### config.mk
export PLATFORM = sky130hd
export DESIGN_NAME = aes_stream_adapter_flat
export DESIGN_NICKNAME = d
export VERILOG_FILES = /design/src/rtl/aes_stream_adapter_pkg.sv /design/src/rtl/aes_stream_adapter_if.sv /design/src/rtl/aes_unpacker.sv /design/src/rtl/aes_stream_adapter.sv /design/src/flat_wrapper.sv
export SDC_FILE = /design/constraint.sdc
export NUM_CORES = 1
export LEC_CHECK = 0
export BUFFER_PORTS_ARGS = -buffer_cell sky130_fd_sc_hd__buf_2
export CORE_MARGIN = 2
export CORE_UTILIZATION = 40
export CTS_CLUSTER_DIAMETER = 80
export CTS_CLUSTER_SIZE = 20
export DETAILED_ROUTE_END_ITERATION = 12
export GPL_ROUTABILITY_DRIVEN = 0
export PLACE_DENSITY = 0.69
export RECOVER_POWER = 100
export SLEW_MARGIN = 10
export SYNTH_ARGS = -nofsm -noshare
export SYNTH_HDL_FRONTEND = slang
export SYNTH_SLANG_ARGS = --single-unit
### constraint.sdc
create_clock -name clk -period 3.2 [get_ports clk]
set_clock_uncertainty 0.2 [all_clocks]
set_input_delay 0.96 -clock clk [delete_from_list [all_inputs] [get_ports clk]]
set_output_delay 0.96 -clock clk [all_outputs]
set_load 0.03 [all_outputs]
### src/rtl/aes_stream_adapter_pkg.sv
// Shared types, constants and helpers for the AES stream adapter.
// Optional feature macro: AES_ADAPTER_BYTESWAP_EN (per-word byte reversal).
package aes_package;

  localparam int unsigned AES_BLOCK_W = 128;
  localparam int unsigned AES_WORD_W  = 32;

  typedef enum logic {
    PK_FILL,
    PK_HOLD
  } pk_state_t;

  typedef enum logic {
    UP_IDLE,
    UP_DRAIN
  } up_state_t;

  // Reverse byte order of one streamer word.
  function automatic logic [AES_WORD_W-1:0] byte_swap(input logic [AES_WORD_W-1:0] w);
    return {w[7:0], w[15:8], w[23:16], w[31:24]};
  endfunction

endpackage

### src/rtl/aes_stream_adapter_if.sv
// Handshake bundle between the word streamers, the adapter and the AES core.
// slave = adapter view, master = environment view.
interface aes_stream_adapter_if
  import aes_package::*;
#(
  parameter int unsigned WORD_W = AES_WORD_W,
  parameter int unsigned WORDS  = AES_BLOCK_W / AES_WORD_W
);

  logic [WORD_W-1:0]       pt_data_i;
  logic                    pt_valid_i;
  logic                    pt_ready_o;
  logic [WORD_W*WORDS-1:0] blk_data_o;
  logic                    blk_valid_o;
  logic                    blk_ready_i;
  logic [WORD_W*WORDS-1:0] ct_data_i;
  logic                    ct_valid_i;
  logic                    ct_ready_o;
  logic [WORD_W-1:0]       ctw_data_o;
  logic                    ctw_valid_o;
  logic                    ctw_ready_i;

  modport slave (
    input  pt_data_i, pt_valid_i, blk_ready_i, ct_data_i, ct_valid_i, ctw_ready_i,
    output pt_ready_o, blk_data_o, blk_valid_o, ct_ready_o, ctw_data_o, ctw_valid_o
  );

  modport master (
    output pt_data_i, pt_valid_i, blk_ready_i, ct_data_i, ct_valid_i, ctw_ready_i,
    input  pt_ready_o, blk_data_o, blk_valid_o, ct_ready_o, ctw_data_o, ctw_valid_o
  );

endinterface

### src/rtl/aes_unpacker.sv
// Ciphertext unpacker: takes one 128-bit block, drains it as words (lane 0 first),
// counts drained blocks and pulses done when the job count is reached.
// Optional feature macro: AES_ADAPTER_BYTESWAP_EN (byte-reverse each output word).
module aes_unpacker
  import aes_package::*;
#(
  parameter int unsigned WORD_W = 32,
  parameter int unsigned WORDS  = 4
) (
  input  logic                    clk,
  input  logic                    reset_n,
  input  logic                    clear,
  input  logic                    enable,
  input  logic [15:0]             n_blocks_i,
  input  logic [WORD_W*WORDS-1:0] ct_data_i,
  input  logic                    ct_valid_i,
  output logic                    ct_ready_o,
  output logic [WORD_W-1:0]       ctw_data_o,
  output logic                    ctw_valid_o,
  input  logic                    ctw_ready_i,
  output logic [15:0]             blk_cnt_o,
  output logic                    done_o
);

  localparam int unsigned IDX_W = (WORDS > 1) ? $clog2(WORDS) : 1;

  up_state_t               r_state;
  logic [IDX_W-1:0]        r_idx;
  logic [WORD_W*WORDS-1:0] r_blk;
  // 17 bits so that n_blocks_i == 0 (65536 blocks) is reachable.
  logic [16:0]             r_cnt;
  logic                    r_done;

  logic [16:0]       w_target;
  logic [16:0]       w_cnt_inc;
  logic              w_full;
  logic              w_ct_fire;
  logic              w_ctw_fire;
  logic [WORD_W-1:0] w_lane;

  assign w_target   = {(n_blocks_i == 16'd0), n_blocks_i};
  assign w_cnt_inc  = r_cnt + 17'd1;
  assign w_full     = (r_cnt == w_target);
  assign ct_ready_o = reset_n & enable & ~clear & (r_state == UP_IDLE) & ~w_full;
  assign w_ct_fire  = ct_valid_i & ct_ready_o;

  assign ctw_valid_o = (r_state == UP_DRAIN);
  assign w_ctw_fire  = ctw_valid_o & ctw_ready_i;
  assign w_lane      = r_blk[(int'(WORDS) - 1 - int'(r_idx)) * WORD_W +: WORD_W];

`ifdef AES_ADAPTER_BYTESWAP_EN
  assign ctw_data_o = byte_swap(w_lane);
`else
  assign ctw_data_o = w_lane;
`endif

  assign blk_cnt_o = r_cnt[15:0];
  assign done_o    = r_done;

  // Unpack FSM: capture block in UP_IDLE, drain lanes in UP_DRAIN, count blocks.
  always_ff @(posedge clk) begin
    if (!reset_n || clear) begin
      r_state <= UP_IDLE;
      r_idx   <= '0;
      r_blk   <= '0;
      r_cnt   <= '0;
      r_done  <= 1'b0;
    end else begin
      r_done <= 1'b0;
      unique case (r_state)
        UP_IDLE: begin
          if (w_ct_fire) begin
            r_blk   <= ct_data_i;
            r_idx   <= '0;
            r_state <= UP_DRAIN;
          end
        end
        UP_DRAIN: begin
          if (w_ctw_fire) begin
            if (r_idx == IDX_W'(WORDS - 1)) begin
              r_idx   <= '0;
              r_state <= UP_IDLE;
              r_cnt   <= w_cnt_inc;
              r_done  <= (w_cnt_inc == w_target);
            end else begin
              r_idx <= r_idx + 1'b1;
            end
          end
        end
        default: r_state <= UP_IDLE;
      endcase
    end
  end

endmodule

### src/rtl/aes_stream_adapter.sv
// AES stream adapter top: packs plaintext words into 128-bit blocks for the AES core
// (inline packer) and unpacks ciphertext blocks into words (aes_unpacker).
// Optional feature macro: AES_ADAPTER_BYTESWAP_EN (byte-reverse each input word).
module aes_stream_adapter
  import aes_package::*;
#(
  parameter int unsigned WORD_W = 32,
  parameter int unsigned WORDS  = 4
) (
  input  logic                 clk,
  input  logic                 reset_n,
  input  logic                 clear,
  input  logic                 enable,
  input  logic [15:0]          n_blocks_i,
  aes_stream_adapter_if.slave  bus,
  output logic [15:0]          blk_cnt_o,
  output logic                 done_o
);

  localparam int unsigned IDX_W = (WORDS > 1) ? $clog2(WORDS) : 1;

  pk_state_t               r_pk_state;
  logic [IDX_W-1:0]        r_pk_idx;
  logic [WORD_W*WORDS-1:0] r_pk_blk;

  logic [WORD_W-1:0] w_pt_word;
  logic              w_pt_fire;

`ifdef AES_ADAPTER_BYTESWAP_EN
  assign w_pt_word = byte_swap(bus.pt_data_i);
`else
  assign w_pt_word = bus.pt_data_i;
`endif

  // Clear also blocks acceptance so no word is silently swallowed during it.
  assign bus.pt_ready_o  = reset_n & enable & ~clear & (r_pk_state == PK_FILL);
  assign w_pt_fire       = bus.pt_valid_i & bus.pt_ready_o;
  assign bus.blk_valid_o = (r_pk_state == PK_HOLD);
  assign bus.blk_data_o  = r_pk_blk;

  // Pack FSM: fill lanes 0..WORDS-1 (lane 0 in the MSBs), then hold until taken.
  always_ff @(posedge clk) begin
    if (!reset_n || clear) begin
      r_pk_state <= PK_FILL;
      r_pk_idx   <= '0;
      r_pk_blk   <= '0;
    end else begin
      unique case (r_pk_state)
        PK_FILL: begin
          if (w_pt_fire) begin
            r_pk_blk[(int'(WORDS) - 1 - int'(r_pk_idx)) * WORD_W +: WORD_W] <= w_pt_word;
            if (r_pk_idx == IDX_W'(WORDS - 1)) begin
              r_pk_idx   <= '0;
              r_pk_state <= PK_HOLD;
            end else begin
              r_pk_idx <= r_pk_idx + 1'b1;
            end
          end
        end
        PK_HOLD: begin
          if (bus.blk_ready_i) begin
            r_pk_state <= PK_FILL;
          end
        end
        default: r_pk_state <= PK_FILL;
      endcase
    end
  end

  aes_unpacker #(
    .WORD_W (WORD_W),
    .WORDS  (WORDS)
  ) u_unpacker (
    .clk         (clk),
    .reset_n     (reset_n),
    .clear       (clear),
    .enable      (enable),
    .n_blocks_i  (n_blocks_i),
    .ct_data_i   (bus.ct_data_i),
    .ct_valid_i  (bus.ct_valid_i),
    .ct_ready_o  (bus.ct_ready_o),
    .ctw_data_o  (bus.ctw_data_o),
    .ctw_valid_o (bus.ctw_valid_o),
    .ctw_ready_i (bus.ctw_ready_i),
    .blk_cnt_o   (blk_cnt_o),
    .done_o      (done_o)
  );

endmodule

### src/flat_wrapper.sv
// flat-port wrapper written by rule: the top's interface ports become plain ports
module aes_stream_adapter_flat import aes_package::*;
#(
  parameter int unsigned WORD_W = 32,
  parameter int unsigned WORDS  = 4
)
  (clk, reset_n, clear, enable, n_blocks_i, blk_cnt_o, done_o, bus_pt_data_i, bus_pt_valid_i, bus_blk_ready_i, bus_ct_data_i, bus_ct_valid_i, bus_ctw_ready_i, bus_pt_ready_o, bus_blk_data_o, bus_blk_valid_o, bus_ct_ready_o, bus_ctw_data_o, bus_ctw_valid_o);
  aes_stream_adapter_if #(.WORD_W(WORD_W), .WORDS(WORDS)) bus_i ();
  input  logic clk;
  input  logic reset_n;
  input  logic clear;
  input  logic enable;
  input  logic [15:0] n_blocks_i;
  output logic [15:0] blk_cnt_o;
  output logic done_o;
  input wire logic [$bits(bus_i.pt_data_i)-1:0] bus_pt_data_i;
  input wire logic [$bits(bus_i.pt_valid_i)-1:0] bus_pt_valid_i;
  input wire logic [$bits(bus_i.blk_ready_i)-1:0] bus_blk_ready_i;
  input wire logic [$bits(bus_i.ct_data_i)-1:0] bus_ct_data_i;
  input wire logic [$bits(bus_i.ct_valid_i)-1:0] bus_ct_valid_i;
  input wire logic [$bits(bus_i.ctw_ready_i)-1:0] bus_ctw_ready_i;
  output wire logic [$bits(bus_i.pt_ready_o)-1:0] bus_pt_ready_o;
  output wire logic [$bits(bus_i.blk_data_o)-1:0] bus_blk_data_o;
  output wire logic [$bits(bus_i.blk_valid_o)-1:0] bus_blk_valid_o;
  output wire logic [$bits(bus_i.ct_ready_o)-1:0] bus_ct_ready_o;
  output wire logic [$bits(bus_i.ctw_data_o)-1:0] bus_ctw_data_o;
  output wire logic [$bits(bus_i.ctw_valid_o)-1:0] bus_ctw_valid_o;
  assign bus_i.pt_data_i = bus_pt_data_i;
  assign bus_i.pt_valid_i = bus_pt_valid_i;
  assign bus_i.blk_ready_i = bus_blk_ready_i;
  assign bus_i.ct_data_i = bus_ct_data_i;
  assign bus_i.ct_valid_i = bus_ct_valid_i;
  assign bus_i.ctw_ready_i = bus_ctw_ready_i;
  assign bus_pt_ready_o = bus_i.pt_ready_o;
  assign bus_blk_data_o = bus_i.blk_data_o;
  assign bus_blk_valid_o = bus_i.blk_valid_o;
  assign bus_ct_ready_o = bus_i.ct_ready_o;
  assign bus_ctw_data_o = bus_i.ctw_data_o;
  assign bus_ctw_valid_o = bus_i.ctw_valid_o;
  aes_stream_adapter #(.WORD_W(WORD_W), .WORDS(WORDS)) u_core (.clk(clk), .reset_n(reset_n), .clear(clear), .enable(enable), .n_blocks_i(n_blocks_i), .bus(bus_i), .blk_cnt_o(blk_cnt_o), .done_o(done_o));
endmodule
==> flow_summary.yaml <==
outcome:
  status: "finished, violations left"
  violations: "setup timing"
power:
  intPower_w: 0.00481
  comb_power_share: 0.071
  seq_power_share: 0.564
  power_density_nw_per_um2: 434
  p_sw_w: 0.00148
  sw_frac_of_total: 0.235
  leakagePower_nw: 5.19
  p_clk_frac: 0.365
  vdd_ir_drop_max_uv: 281
setup_path:
  slowest_delay_ns: 0.37
  path_class: "in -> out"
  crit_chain: "buf_8, buf_6, xor2_2, nand4b_1, nor4_4, a31oi_4, buf_6"
  r2r_cells: 6
  start_kind: "primary input"
  cp.required_ns: 2.04
  cp_slowest_cell: "nor4_4"
  end_kind: "output port"
  cp_common_cell: "buf_6"
  crit_fanout: 2
  r2r_end: "u_core.u_unpacker.done_o"
  r2r-start: "u_core.u_unpacker.r_cnt[2]"
  r2r_slack_ns: 0.40
  arrival_ns: 2.20
logic_synthesis:
  synth_nets: 1608
  synth_ff_type: "dfxtp_1"
  ys_top_cells_by_count: "nand2_1, dfxtp_1, nand3_1"
  ys_async_sr_fraction: 0
  ys_seq_elements: 280
  yosys.area.top_type_share: 0.478
  synth_edf_count: 0
  synthDistinctLibCells: 46
  yosys_warnings: 0
  ys_seq_area_frac: 0.478
  synth_area_um2: 11700
  synth_most_common_cell: "nand2_1"
  postSynthCellCount: 1417
  synth_area_leaders: "dfxtp_1, nand2_1, mux4_2"
  synth_largest_area_cell: "dfxtp_1"
  avgSynthCellArea_um2: 8.27
placed_design:
  post-place-ws_ns: -0.336
  port_buffers: 364
  hpwl_um: 24700
  place_area_um2: 14000
clock_tree:
  ctsHoldBuffers: 0
  cts_buffer_depth: 3
  cts_max_level: 1
  path_clk_slew_ns: 0.08
  cts_made_buffers: 18
  cts_tree: "yes"
  cts_num_sinks: 280
  cts_root_buf: "clkbuf_16"
  insertion_delay_ns: 0.50
global_route:
  track_usage: 0.218
  grt_pass1_wl_um: 54900
  grt-ovfl-total: 0
  grt_start_max_net_pins: 151
  antenna_found_initial: 2
  grt_pass1_vias: 10400
floorplanning:
  placementRows: 62
  die_w_um: 175
  num_io_pins: 365
  die_area_um2: 30700
  die_h_um: 175
  start_util: 0.407
  core_area_um2: 28800
detailed_routing:
  drt_iter0_markers: 787
  dr.pass1.iters: 5
  antenna_left: 0
  dr_total_vias: 11000
  viasPerCell: 5.17
  drt-total-wl_um: 35000
  drc: 0
  routedWlPerCell_um: 16.4
layout:
  syn2layout_area_growth_pct: 23.4
  nFillCells: 2856
  drive_above_1_share: 0.217
  design_area_um2: 14500
  nets: 1929
timing:
  fin_crit_sh: 1.05
  maxSlewViolCount: 0
  finalCriticalPeriod_ns: 3.36
  fin_ws_ns: -0.162
  setup_viol: 1
  slew_headroom: 0.487
  tightest_slew_ns: 0.770
  rsz0062_at_grt: "yes"
  fmax_ghz: 0.297
  hold_viol: 0
  tns_ns: -0.162
hold_path:
  hold_path_class: "reg -> reg"
  hold_path_depth: 2
  min-delay-start: "u_core.u_unpacker.r_blk[17]"
  holdPathEnd: "u_core.u_unpacker.r_blk[17]"
job:
  cap_violations: 0
-- cell usage in the layout, fill, tap and decap left out, drive strengths merged, types with 6 or more instances in the layout --
cell type	instances
o21ai	136
nand3	142
nor4	9
nor2	28
xnor2	19
nand2	410
dfxtp	280
or3	6
clkbuf	157
buf	300
xor2	22
a21oi	138
mux4	32
ha	7
nor3	6
-- power by group through the flow --
stage                     registers [W]  logic, W  clock network (W)
final                           0.00354  0.000445            0.00230
after global placement          0.00362  0.000432                  0
after floorplan                 0.00363  0.000197                  0
after CTS                       0.00354  0.000441            0.00236
after global routing            0.00355  0.000482            0.00249
after detailed placement        0.00363  0.000434                  0
-- state kept, by name (all words and copies together), names as in the netlist --
name                           cells
u_core.u_unpacker.r_blk          128
u_core.u_unpacker.r_idx            2
u_core.r_pk_idx                    2
u_core.u_unpacker.r_cnt           17
u_core.bus.blk_data_o            128
u_core.bus.blk_valid_o             1
u_core.u_unpacker.done_o           1
u_core.u_unpacker.ctw_valid_o      1
-- metrics by stage --
stage,hold slack [ns],util,power (W),cells
floorplan,0.225,-,0.00382,1417
global placement,0.233,0.488,0.00406,2100
detailed placement,0.238,0.488,0.00406,2100
CTS,0.249,0.508,0.00634,2123
global route,0.265,0.503,0.00652,2127
finish,0.245,0.503,0.00628,2127
-- worst max path at each step --
stage,startpoint,to,slack (ns)
6_report,n_blocks_i[6],bus_ct_ready_o,-0.16
5_1_grt,n_blocks_i[6],bus_ct_ready_o,-0.19
3_3_place_gp,n_blocks_i[11],bus_ct_ready_o,-0.31
3_5_place_dp,n_blocks_i[11],bus_ct_ready_o,-0.34
4_1_cts,n_blocks_i[12],bus_ct_ready_o,-0.12
2_1_floorplan,n_blocks_i[11],bus_ct_ready_o,0.03
-- layer usage --
metal,up-vias,part of all wire,track usage
met3,72,0.069,0.0411
met4,0,0.035,0.0785
met5,-,0,0
met2,404,0.47,0.364
li1,5394,-,-
met1,5116,0.43,0.283
-- worst max-delay path, delay by kind of cell --
| kind | cells | cell delay (ns) |
|---|---|---|
| and+or+nand+nor | 2 | 0.60 |
| xor gates and xnor gates | 1 | 0.14 |
| buffers and inverters | 3 | 0.37 |
| AOI/OAI and AO/OA | 1 | 0.14 |
-- kinds of logic after synthesis --
family                     count (synthesis)  share of synthesized area
muxes                                     36                     0.0649
AOI/OAI and AO/OA                        285                      0.127
and+or+nand+nor                          628                      0.229
adders and majority gates                  7                    0.00747
DFF                                      280                      0.478
buffers and inverters                    140                     0.0631
xor gates and xnor gates                  41                     0.0306
-- layout make-up --
type                    instances  area [um2]  share of cell area
flip-flops and latches        280        5610               0.388
multi-input cells             997        5480               0.379
repair buffers                436        2350               0.163
clock buffers                  21         493              0.0341
well taps                     384         480              0.0332
clock inverters                 2        23.8             0.00164
inverters                       5        18.8             0.00130
diodes                          2        5.00            0.000346
-- what timing repair did --
item	in CTS	in global routing
pin swaps	0	2
resized for setup	11	7
setup buffers	0	2
setup endpoints to repair	31	3
(Power assumes the default switching activity.)
